===== config.mk =====
export PLATFORM = sky130hd
export DESIGN_NAME = seg7_display_ctrl_flat
export DESIGN_NICKNAME = d
export VERILOG_FILES = /design/src/rtl/seg7_pkg.sv /design/src/rtl/seg7_display_ctrl_if.sv /design/src/rtl/seg7_glyph.sv /design/src/rtl/seg7_display_ctrl.sv /design/src/flat_wrapper.sv
export SDC_FILE = /design/constraint.sdc
export NUM_CORES = 1
export LEC_CHECK = 0
export BUFFER_PORTS_ARGS = -buffer_cell sky130_fd_sc_hd__buf_2
export CAP_MARGIN = 20
export CORE_MARGIN = 2
export CORE_UTILIZATION = 49
export CTS_CLUSTER_SIZE = 16
export DETAILED_ROUTE_END_ITERATION = 16
export GPL_TIMING_DRIVEN = 0
export HOLD_SLACK_MARGIN = 0.08
export PLACE_DENSITY = 0.76
export REMOVE_ABC_BUFFERS = 1
export SYNTH_ARGS = -nofsm -noshare
export SYNTH_HDL_FRONTEND = slang
export SYNTH_SLANG_ARGS = --single-unit

===== constraint.sdc =====
create_clock -name clk -period 1.95 [get_ports clk]
set_input_delay 0.39 -clock clk [delete_from_list [all_inputs] [get_ports clk]]
set_output_delay 0.39 -clock clk [all_outputs]
set_load 0.01 [all_outputs]

===== src/rtl/seg7_pkg.sv =====
// Shared types and glyph table for the seven-segment display controller.
// Segment patterns are active-low, bit order g..a (bit 0 = segment a).
package seg7_pkg;

    typedef logic [6:0] seg7_t;

    localparam seg7_t SEG7_BLANK = 7'h7F;

    localparam seg7_t SEG7_GLYPH [16] = '{
        7'b1000000, 7'b1111001, 7'b0100100, 7'b0110000,
        7'b0011001, 7'b0010010, 7'b0000010, 7'b1111000,
        7'b0000000, 7'b0010000, 7'b0001000, 7'b0000011,
        7'b1000110, 7'b0100001, 7'b0000110, 7'b0001110
    };

endpackage


===== src/rtl/seg7_display_ctrl_if.sv =====
// Load/display bundle between the status-register side and the HEX pin driver.
// master drives the capture inputs; slave is the display controller.
interface seg7_display_ctrl_if #(
    parameter int DIGITS = 8
);
    logic [4*DIGITS-1:0] hex_data;
    logic                load;
    logic                lz_en;
    logic [DIGITS-1:0]   digit_en;
    logic [DIGITS-1:0]   blink_mask;
    logic [7*DIGITS-1:0] seg_out;
    logic                load_ack;
    logic                blink_phase;

    modport master (
        output hex_data, load, lz_en, digit_en, blink_mask,
        input  seg_out, load_ack, blink_phase
    );

    modport slave (
        input  hex_data, load, lz_en, digit_en, blink_mask,
        output seg_out, load_ack, blink_phase
    );
endinterface


===== src/rtl/seg7_glyph.sv =====
// Combinational nibble to active-low seven-segment glyph decode.
module seg7_glyph
    import seg7_pkg::*;
(
    input  logic [3:0] nibble,
    output seg7_t      seg
);
    assign seg = SEG7_GLYPH[nibble];
endmodule


===== src/rtl/seg7_display_ctrl.sv =====
// Multi-digit seven-segment controller: shadow capture on load, leading-zero
// suppression, per-digit enable and blink. Blinking is built only with SEG7_BLINK_EN.
module seg7_display_ctrl
    import seg7_pkg::*;
#(
    parameter int DIGITS    = 8,
    parameter int BLINK_DIV = 25_000_000,
    parameter int LZ_MIN    = 1
) (
    input  logic               clk,
    input  logic               reset_n,
    seg7_display_ctrl_if.slave bus
);

    logic [4*DIGITS-1:0] data_reg;
    logic                lz_reg;
    logic [DIGITS-1:0]   en_reg;
    logic                ack_reg;
    logic [7*DIGITS-1:0] seg_reg;
    logic [7*DIGITS-1:0] seg_next;
    logic [DIGITS-1:0]   blink_dark;
    logic [DIGITS-1:0]   blank_vec;
    logic                phase_reg;
    logic                zero_run;
    seg7_t               glyph [DIGITS];

    always_ff @(posedge clk or negedge reset_n) begin
        if (!reset_n) begin
            data_reg <= '0;
            lz_reg   <= 1'b0;
            en_reg   <= '0;
            ack_reg  <= 1'b0;
            seg_reg  <= '1;
        end else begin
            ack_reg <= bus.load;
            seg_reg <= seg_next;
            if (bus.load) begin
                data_reg <= bus.hex_data;
                lz_reg   <= bus.lz_en;
                en_reg   <= bus.digit_en;
            end
        end
    end

`ifdef SEG7_BLINK_EN
    localparam int CNT_W = (BLINK_DIV > 1) ? $clog2(BLINK_DIV) : 1;

    logic [CNT_W-1:0]  cnt_reg;
    logic [DIGITS-1:0] mask_reg;

    // Free-running half-period counter; load never disturbs the blink cadence.
    always_ff @(posedge clk or negedge reset_n) begin
        if (!reset_n) begin
            cnt_reg   <= '0;
            phase_reg <= 1'b0;
            mask_reg  <= '0;
        end else begin
            if (bus.load) begin
                mask_reg <= bus.blink_mask;
            end
            if (cnt_reg == CNT_W'(BLINK_DIV - 1)) begin
                cnt_reg   <= '0;
                phase_reg <= ~phase_reg;
            end else begin
                cnt_reg <= cnt_reg + 1'b1;
            end
        end
    end

    assign blink_dark = mask_reg & {DIGITS{phase_reg}};
`else
    logic unused_blink_mask;

    assign phase_reg         = 1'b0;
    assign blink_dark        = '0;
    assign unused_blink_mask = ^bus.blink_mask;
`endif

    generate
        for (genvar gi = 0; gi < DIGITS; gi++) begin : g_digit
            seg7_glyph u_glyph (
                .nibble (data_reg[4*gi +: 4]),
                .seg    (glyph[gi])
            );
        end
    endgenerate

    // Walk from the top digit down so zero_run means "this nibble and all above are zero".
    always_comb begin
        zero_run  = 1'b1;
        blank_vec = '0;
        seg_next  = '1;
        for (int i = DIGITS - 1; i >= 0; i--) begin
            zero_run     = zero_run && (data_reg[4*i +: 4] == 4'h0);
            blank_vec[i] = !en_reg[i] || (lz_reg && (i >= LZ_MIN) && zero_run) || blink_dark[i];
            seg_next[7*i +: 7] = blank_vec[i] ? SEG7_BLANK : glyph[i];
        end
    end

    assign bus.seg_out     = seg_reg;
    assign bus.load_ack    = ack_reg;
    assign bus.blink_phase = phase_reg;

endmodule


===== src/flat_wrapper.sv =====
// flat-port wrapper written by rule: the top's interface ports become plain ports
module seg7_display_ctrl_flat import seg7_pkg::*;
#(
    parameter int DIGITS    = 8,
    parameter int BLINK_DIV = 25_000_000,
    parameter int LZ_MIN    = 1
)
  (clk, reset_n, bus_hex_data, bus_load, bus_lz_en, bus_digit_en, bus_blink_mask, bus_seg_out, bus_load_ack, bus_blink_phase);
  seg7_display_ctrl_if #(.DIGITS(DIGITS)) bus_i ();
  input  logic clk;
  input  logic reset_n;
  input wire logic [$bits(bus_i.hex_data)-1:0] bus_hex_data;
  input wire logic [$bits(bus_i.load)-1:0] bus_load;
  input wire logic [$bits(bus_i.lz_en)-1:0] bus_lz_en;
  input wire logic [$bits(bus_i.digit_en)-1:0] bus_digit_en;
  input wire logic [$bits(bus_i.blink_mask)-1:0] bus_blink_mask;
  output wire logic [$bits(bus_i.seg_out)-1:0] bus_seg_out;
  output wire logic [$bits(bus_i.load_ack)-1:0] bus_load_ack;
  output wire logic [$bits(bus_i.blink_phase)-1:0] bus_blink_phase;
  assign bus_i.hex_data = bus_hex_data;
  assign bus_i.load = bus_load;
  assign bus_i.lz_en = bus_lz_en;
  assign bus_i.digit_en = bus_digit_en;
  assign bus_i.blink_mask = bus_blink_mask;
  assign bus_seg_out = bus_i.seg_out;
  assign bus_load_ack = bus_i.load_ack;
  assign bus_blink_phase = bus_i.blink_phase;
  seg7_display_ctrl #(.DIGITS(DIGITS), .BLINK_DIV(BLINK_DIV), .LZ_MIN(LZ_MIN)) u_core (.clk(clk), .reset_n(reset_n), .bus(bus_i));
endmodule

Yosys cells after proc, flatten, opt, wreduce, memory -nomap -nowiden

Memory sizes are Yosys's and may differ from the RTL's.
Cells that the tools add are included.

Multiplexer cells: 24
Reduce and logical (&&, ||, !) cells: 34
Bitwise logic cells: 8
$lt $le $gt $ge: 8

Operators with widths:

| cell                                                     | count |
|---|---|
| 7-bit two-way mux                                        | 24 |
| 5-bit greater-or-equal comparator, second input constant | 8 |
| 4-bit NOT with 5-bit output                              | 8 |
| 4-bit logical NOT                                        | 7 |
| 1-bit logical AND                                        | 13 |
| 1-bit logical NOT                                        | 7 |
| 1-bit logical OR                                         | 7 |

Bits in registers: 98
Memory bits (read-only): 896
Logic and storage cells: 87
Memories kept: 8
Output and inout bits: 58

Memory list:

| name            | words | width | rd ports | clocked after memory_dff | wr ports | line            | text |
|---|---|---|---|---|---|---|---|
| (no name shown) | 16    | 7     | 1        | 0                        | 0        | seg7_glyph.sv:8 | `assign seg = SEG7_GLYPH[nibble];` |
| (no name shown) | 16    | 7     | 1        | 0                        | 0        | seg7_glyph.sv:8 |  |
| (no name shown) | 16    | 7     | 1        | 0                        | 0        | seg7_glyph.sv:8 |  |
| (no name shown) | 16    | 7     | 1        | 0                        | 0        | seg7_glyph.sv:8 |  |
| (no name shown) | 16    | 7     | 1        | 0                        | 0        | seg7_glyph.sv:8 |  |
| (no name shown) | 16    | 7     | 1        | 0                        | 0        | seg7_glyph.sv:8 |  |
| 2 more memories | --    | --    | --       | --                       | --       | --              |  |

Longest topological paths before layout

Gate-level depths: netlist of run 1.

Depth in word-level cells: 10
Mapped depth: 7
Gate-level depth less buffers: 6

Hierarchy

A second synthesis of run 1 with hierarchy kept.

Cells, all modules: 507
Area total of the unflattened synthesis: 5909.4 sq um

Modules (own cells, without submodules):

| module                                      | cells each | area each (sq um) | instances |
|---|---|---|---|
| seg7_display_ctrl                           | 250        | 3708.6            | 1 |
| seg7_glyph at u_core.g_digit[1].u_glyph ... | 32         | 275.3             | 7 |
| seg7_glyph at u_core.g_digit[0].u_glyph     | 33         | 274.0             | 1 |

Least setup slack after synthesis of run 1

No wires, ideal clock.

Path kind: register to register
Start point: register u_core.data_reg[28]
End point: register u_core.seg_reg[10] (netlist: u_core.bus.seg_out[10])
Library setup time: 0.066 ns
Data arrival time: 1.861 ns
Period minus slack after synthesis: 1.927 ns
Setup slack: 0.023 ns
Stages on the path, launching flop included: 8
Path buffers: 1
Cell sequence: dfrtp_1 > inv_1 > ha_1 > and4bb_2 > nand4_2 > or4_1 > buf_2 > nand4_1

Cells in the longest elaborated chain, start to end: 10

RTL lines:

| what                            | line                    | text |
|---|---|---|
| from (decl)                     | seg7_display_ctrl.sv:15 | `logic [4*DIGITS-1:0] data_reg;` |
| from (signal assigned)          | seg7_display_ctrl.sv:38 | `data_reg <= bus.hex_data;` |
| 4-bit logical NOT               | seg7_display_ctrl.sv:94 | `zero_run = zero_run && (data_reg[4*i +: 4] == 4'h0);` |
| 1-bit logical AND (6 in series) | seg7_display_ctrl.sv:94 |  |
| 1-bit logical AND               | seg7_display_ctrl.sv:95 | `blank_vec[i] = !en_reg[i] \|\| (lz_reg && (i >= LZ_MIN) && zero_run) \|\| blink_dark[i];` |
| 1-bit logical OR                | seg7_display_ctrl.sv:95 |  |
| 7-bit two-way mux               | seg7_display_ctrl.sv:96 | `seg_next[7*i +: 7] = blank_vec[i] ? SEG7_BLANK : glyph[i];` |
| via u_core.seg_next[10]         | seg7_display_ctrl.sv:20 | `logic [7*DIGITS-1:0] seg_next;` |
| to (signal assigned)            | seg7_display_ctrl.sv:36 | `seg_reg <= seg_next;` |
| to (decl)                       | seg7_display_ctrl.sv:19 | `logic [7*DIGITS-1:0] seg_reg;` |

The timed path passes the listed nets, and every way through them passes these cells.
A chain may end at the register's enable or synchronous reset.

Worst setup path after layout of run 1

Start point: register u_core.data_reg[29]
End point: register u_core.seg_reg[13] (netlist: u_core.bus.seg_out[13])

The elaborated chain is that of the path after synthesis.

==> results by group, run 1 <==
Outcome
  • Status: finished, final reports clean

STA
  • Tmin final: 1.94 ns
  • Worst rel slew slack: 53.9%
  • Actual slew at the worst max-slew pin: between 0.6 and 0.7 ns
  • Fmax: 515 MHz
  • Final hold vios: 0
  • Final Cycle Share: 99.6%
  • Finish-stage setup viols: 0
  • Setup slack after layout: ~0.0074 ns
  • Layout Skew: 0.00913 ns
  • RSZ-0062 raised after global routing: true
  • Slew Limit Fails: 0
  • Hold_ws: 0.225 ns

Layout
  • Area of the multi-input gates: 2420 µm²
  • Final cell count without fillers: about 750
  • # fillers: just over 800
  • Reg area: approximately 2500 µm²
  • Commonest non-fill, non-tap cell in the layout: buf_2
  • Final net count: 699
  • Most frequent cells in the layout: 99 x buf_2, 74 x nand2_1, 56 x dfstp_2
  • Final instance area: 6140 µm²
  • Largest register FFs: 56
  • Area Growth Syn to Fin: 20.2%
  • Share of post-route cells with drive strength above 1: a little over a third
  • Ant. Diodes: 0

Placed design
  • Routability Congestion: 0.871
  • HPWL after DPL: just under 7000 µm
  • Setup WS pre-CTS: -0.332 ns
  • IO buf count: 100
  • # placed instances: between 700 and 800
  • DP Area: 5680 µm²

Die
  • Die area: 11,300 µm²
  • Die Y: roughly 110 µm
  • Starting Density: approximately 50%
  • IO Pins: 110
  • Die W: 106 µm
  • Row count: 37
  • Core Region: between 10,000 and 15,000 µm²

GRT
  • M2 GR Usage: around a third
  • Vias in the first global route: 3,766
  • GRT met1 Usage: 23.1%
  • Largest net degree at the start of global routing: 68
  • GRT Total Usage: 18.9%
  • Gr ovfl total: 0
  • Initial antenna violation count: 0
  • Met3 Usage GRT: under 10%
  • Top Usage Layer GRT: met2
  • First-pass GRT wire length: 17,200 µm

Routing
  • Final wirelength: 10,000 µm
  • DRC: 0
  • Drt first-iter violations: 162
  • WL/cell: ~13 µm
  • Pre-antenna DRT Iters: 4
  • Via density: 5.29
  • Vias: 3,943
  • Post-route ant nets: 0

Synthesis
  • Compound-Gate Fraction of Synth Area: between 10% and 20%
  • Yosys warnings: 0
  • Main flop type after synthesis: dfstp_2
  • Main combinational cell family by area after synthesis: simple AND/OR/NAND/NOR gates
  • Mapped Cells: 512
  • Adder-Cell Fraction of Synth Area: 10.3%
  • FF+latch count, synth: between 90 and 100
  • Synth cell types: 40
  • Post-synth ARST share: between 90% and 100%
  • Cell Area, Synth: approximately 5100 µm²
  • XOR/XNOR Fraction of Synth Area: 0%
  • Mux share of post-synthesis cell area: 5.17%
  • Post-synth EDFFs: 0
  • Avg Cell Area, Syn: 9.97 µm²
  • Simple-gate portion of the synthesized area: between 15 and 20%
  • Sequential area share after synthesis: approximately 49%

Clock network
  • CTS Sinks: 98
  • H-tree depth: 3
  • Num CTS Buffers: 9
  • Clock slew at reported path FFs: 0.09 ns
  • TritonCTS clock tree: done
  • Skew-Pair Late Insertion Delay: 0.37 ns
  • Root buffer cell: clkbuf_8
  • Maximum root-to-sink buffer count: 2

Setup path
  • Worst path required time: 2.26 ns
  • Flop2flop setup slack: 0.007 ns
  • CP max FO: 7
  • Critical-path cell list: inv_4 > ha_4 > and4bb_2 > nand4_4 > or4_4 > nand3_1
  • CP endpoint kind: flip-flop
  • Worst path max stage delay: roughly 0.63 ns
  • Slowest stage cell, crit path: or4_4
  • Crit Path Category: flip-flop to flip-flop
  • Startpoint Class: flip-flop
  • Worst Path Arrival: 2.25 ns

Job
  • Max-Cap Viols: 0

Power and ir drop
  • Total chip power: 5.25 mW
  • Max VDD drop: 0.454 mV
  • Leakage: 2.73 nW
  • Cell Pwr Density: 855 nW/µm²

Min path
  • Hold crit path type: input port to flip-flop
[stage by stage]
| stage | setup TNS, ns | util (%) |
|---|---|---|
| 2_1_floorplan | 0 | - |
| 3_3_place_gp | -19.07 | 55.2 |
| 3_5_place_dp | -3.62 | 55.5 |
| 4_1_cts | 0 | 58.4 |
| 5_1_grt | -0.362 | 60.0 |
| 6_report | 0 | 60.0 |
[worst max-delay path: cells and delay by family (launching register included)]
family	cells	cell delay (ns)
fa+ha+maj	1	0.14
simple gates	4	1.19
flops	1	0.46
buf+inv	1	0.09
[synthesized netlist by cell type, types with 4 or more instances]
master,instances,area (µm²)
nor2b_1,10,62.6
nand4_1,4,25.0
nand3_1,19,95.1
nand2b_1,14,87.6
dfrtp_1,42,1050
mux2_2,19,214
a211oi_1,4,30.0
o211ai_1,25,188
ha_1,42,526
o21a_1,4,30.0
o311ai_0,14,123
clkbuf_1,28,105
dfstp_2,56,1470
nor2_1,28,105
o21ai_0,50,250
a21oi_1,9,45.0
mux2i_1,5,50.1
nand3b_1,6,45.0
nand2_1,74,278
inv_1,29,109
[final cells by class]
cell class,instances,share of cell area [%]
Sequential cell,98,41.2
Timing Repair Buffer,115,10.7
Inverter,29,1.86
Clock buffer,10,2.24
Multi-Input combinational cell,352,39.4
Tap cell,136,2.77
Clock inverter,6,1.86
[final timing paths]
kind / end / start / cells after the start
worst max register to register: u_core.bus.seg_out[13] / u_core.data_reg[29] / 6
min in group asynchronous: u_core.data_reg[31] / reset_n / 2
worst min-delay path: u_core.data_reg[16] / bus_hex_data[16] / 3
worst max-delay path: u_core.bus.seg_out[13] / u_core.data_reg[29] / 6
worst min register to register: u_core.bus.seg_out[47] / u_core.en_reg[6] / 1
max in group asynchronous: u_core.bus.seg_out[23] / reset_n / 3
[routing by layer]
metal | vias up | wire length [µm]
li1 | 1953 | -
met1 | 1856 | 4300
met2 | 113 | 5030
met3 | 21 | 449
met4 | 0 | 236
met5 | - | 0
[where the power goes]
part           internal (mW)  switching (mW)
Combinational          0.481           0.578
Sequential              2.40           0.211
Clock                  0.888           0.695
Total                   3.77            1.48
[logic make-up after synthesis]
kind of cell             Yosys count
AO/OA/AOI/OAI                    118
adder cells (fa/ha/maj)           42
buffers and inverters             62
flip-flops                        98
multiplexers                      24
other                              1
AND/OR/NAND/NOR                  167
[timing repair]
item	4_1_cts	5_1_grt
hold buffers	1	0
hold endpoints to repair	15	0
endpoints found under the setup margin	25	31
buffers inserted	1	11
resized for setup	9	13
pin swaps	2	6
Power figures use the tool's default switching activity.
==> run 2, diff against run 1 <==
BUFFER_PORTS_ARGS = unset   (was -buffer_cell sky130_fd_sc_hd__buf_2)
CORE_UTILIZATION = 64   (was 49)
DONT_BUFFER_PORTS = 1   (was unset)
PLACE_DENSITY = 0.8   (was 0.76)
clock period = 2.1 ns   (was 1.95 ns; I/O delays follow)
==> run 2 against run 1 <==
The run now ends with negative hold slack left; wire length fell by 2.3%; fmax fell by 1.6%; first-iteration DRC count fell by 14%; total power fell by 17%; register-to-register slack improved by 0.12 ns; clock power fell by 22%; flip-flop and latch count did not move; combinational power fell by 43%; critical path depth did not move; via count fell by 11%; cell count fell by 20%; largest cell class unchanged.
==> results by group, run 2 (synthesized netlist as in run 1, its figures left out) <==
Outcome
  • Status: finished, violations left (was finished, final reports clean)
  • Failing checks: negative hold slack

Routing
  • Post-route ant nets: 0 (unchanged)
  • Via density: 5.86 (was 5.29)
  • Vias: 3,503 (was 3,943)
  • Pre-antenna DRT Iters: 4 (unchanged)
  • WL/cell: 16.4 µm (was 13.4 µm)
  • Drt first-iter violations: 140 (was 162)
  • Final wirelength: 9780 µm (was 10,000 µm)
  • DRC: 0 (unchanged)

Layout
  • Largest register FFs: 56 (unchanged)
  • Final core utilization: 69.3% (was 60.0%)
  • Ant. Diodes: 0 (unchanged)
  • # fillers: 586 (was 823)
  • Final net count: 585 (was 699)
  • Area of the multi-input gates: 2380 µm² (was 2420 µm²)
  • Commonest non-fill, non-tap cell in the layout: nand2_1 (was buf_2)
  • Reg area: 2520 µm² (was 2530 µm²)
  • Area Growth Syn to Fin: 4.83% (was 20.2%)
  • Final instance area: 5350 µm² (was 6140 µm²)
  • Share of post-route cells with drive strength above 1: 20.4% (was 36.6%)
  • Most frequent cells in the layout: 74 x nand2_1, 56 x dfstp_2, 50 x o21ai_0 (was 99 x buf_2, 74 x nand2_1, 56 x dfstp_2)

Setup path
  • Worst path required time: 2.39 ns (was 2.26 ns)
  • CP max FO: 7 (unchanged)
  • CP endpoint kind: flip-flop (unchanged)
  • Crit Path Category: flip-flop to flip-flop (unchanged)
  • Crit path from: u_core.data_reg[21] (was u_core.data_reg[29])
  • Flop2flop setup slack: 0.13 ns (was 0.007 ns)
  • Worst Path Arrival: 2.26 ns (was 2.25 ns)
  • Startpoint Class: flip-flop (unchanged)
  • Worst r2r src: u_core.data_reg[21] (was u_core.data_reg[29])

Power and ir drop
  • Leakage: 2.26 nW (was 2.73 nW)
  • Max VDD drop: 0.468 mV (was 0.454 mV)
  • Cell Pwr Density: 819 nW/µm² (was 855 nW/µm²)

Die
  • Core Region: 7730 µm² (was 10,200 µm²)
  • Die W: 93.3 µm (was 106 µm)
  • Starting Density: 66.1% (was 49.9%)
  • Die Y: 93.3 µm (was 106 µm)
  • IO Pins: 110 (unchanged)
  • Row count: 32 (was 37)
  • Die area: 8710 µm² (was 11,300 µm²)

GRT
  • Vias in the first global route: 3,504 (was 3,766)
  • GRT met1 Usage: 29.7% (was 23.1%)
  • Largest net degree at the start of global routing: 99 (was 68)
  • Met3 Usage GRT: 6.20% (was 3.00%)
  • M2 GR Usage: 40.9% (was 32.9%)
  • GRT Total Usage: 23.9% (was 18.9%)
  • Gr ovfl total: 0 (unchanged)
  • First-pass GRT wire length: 16,400 µm (was 17,200 µm)
  • Top Usage Layer GRT: met2 (unchanged)
  • Initial antenna violation count: 0 (unchanged)

STA
  • Tmin final: 1.97 ns (was 1.94 ns)
  • Actual slew at the worst max-slew pin: 0.523 ns (was 0.691 ns)
  • Slew Limit Fails: 0 (unchanged)
  • RSZ-0062 raised after global routing: false (was true)
  • Setup slack after layout: 0.125 ns (was 0.00744 ns)
  • Final Cycle Share: 94.0% (was 99.6%)
  • Worst rel slew slack: 65.1% (was 53.9%)
  • Setup TNS: 0 ns (unchanged)
  • Hold_ws: -0.246 ns (was 0.225 ns)
  • Final hold vios: 98 (was 0)
  • Finish-stage setup viols: 0 (unchanged)
  • Fmax: 506 MHz (was 515 MHz)
  • Layout Skew: 0.00839 ns (was 0.00913 ns)

Clock network
  • H-tree depth: 3 (unchanged)
  • Root buffer cell: clkbuf_8 (unchanged)
  • Maximum root-to-sink buffer count: 2 (unchanged)
  • Num CTS Buffers: 9 (unchanged)
  • Clock slew at reported path FFs: 0.09 ns (about the same)
  • TritonCTS clock tree: done (unchanged)
  • CTS Sinks: 98 (unchanged)
  • Skew-Pair Late Insertion Delay: 0.35 ns (was 0.37 ns)

Placed design
  • Routability Congestion: 0.886 (was 0.871)
  • HPWL after DPL: 6780 µm (was 6960 µm)
  • IO buf count: 0 (was 100)
  • Setup WS pre-CTS: -0.212 ns (was -0.332 ns)
  • DP Area: 5100 µm² (was 5680 µm²)

Min path
  • Hold crit path type: input port to async pin (was input port to flip-flop)

Job
  • Max-Cap Viols: 0 (unchanged)
run 2: cell types whose count changed in the layout (fill, tap and decap cells not counted), sizes merged:
cell | previous run | this run
dlygate4sd3 | 1 | 0
bufinv | 3 | 1
clkbuf | 10 | 12
buf | 114 | 1
run 2: worst max-delay path, cell delays in order (launching register included):
cell and delay (ns):
dfrtp_1 0.46, inv_1 0.14, ha_2 0.22, nor3b_4 0.23
nand4_4 0.18, or3_1 0.53, nand3_1 0.15
run 2: repair_timing:
item | in CTS | in global routing
hold endpoints to repair | 98 | 98
buffers inserted | 1 | 0
pin swaps | 1 | 1
gates resized for setup | 3 | 7
setup endpoints to repair | 14 | 19
run 2: worst paths after layout:
path | endpoint | depth (start not counted)
worst max register to register | u_core.bus.seg_out[17] | 6
worst max-delay path | u_core.bus.seg_out[17] | 6
worst min-delay path | u_core.data_reg[30] | 0
min in group clk | u_core.bus.load_ack | 0
worst min register to register | u_core.bus.seg_out[47] | 1
max in group asynchronous | u_core.bus.seg_out[17] | 0
run 2: final cells by class:
type,count,area share (%)
Sequential cell,98,47.2
Multi-Input combinational cell,352,44.4
Clock buffer,12,2.90
Tap cell,102,2.38
Inverter,29,2.03
Clock inverter,4,0.935
Timing Repair Buffer,1,0.140
run 2: per-stage QoR:
step,hold WS (ns),cells,total power [mW]
finish,-0.246,598,4.38
global route,-0.278,598,4.63
CTS,-0.263,598,4.41
detailed placement,0.127,581,3.17
global placement,0.127,581,3.13
floorplan,0.124,479,2.99
run 2: layer usage:
layer,part of all wire [%],wire length (µm)
met5,0,0
met2,50,4930
met1,43,4210
met3,5.3,523
met4,1.2,122
run 2: report_power, final:
| group | internal (mW) | switching [mW] | total, mW |
|---|---|---|---|
| Clock | 0.614 | 0.612 | 1.23 |
| Sequential | 2.24 | 0.317 | 2.56 |
| Combinational | 0.277 | 0.322 | 0.599 |
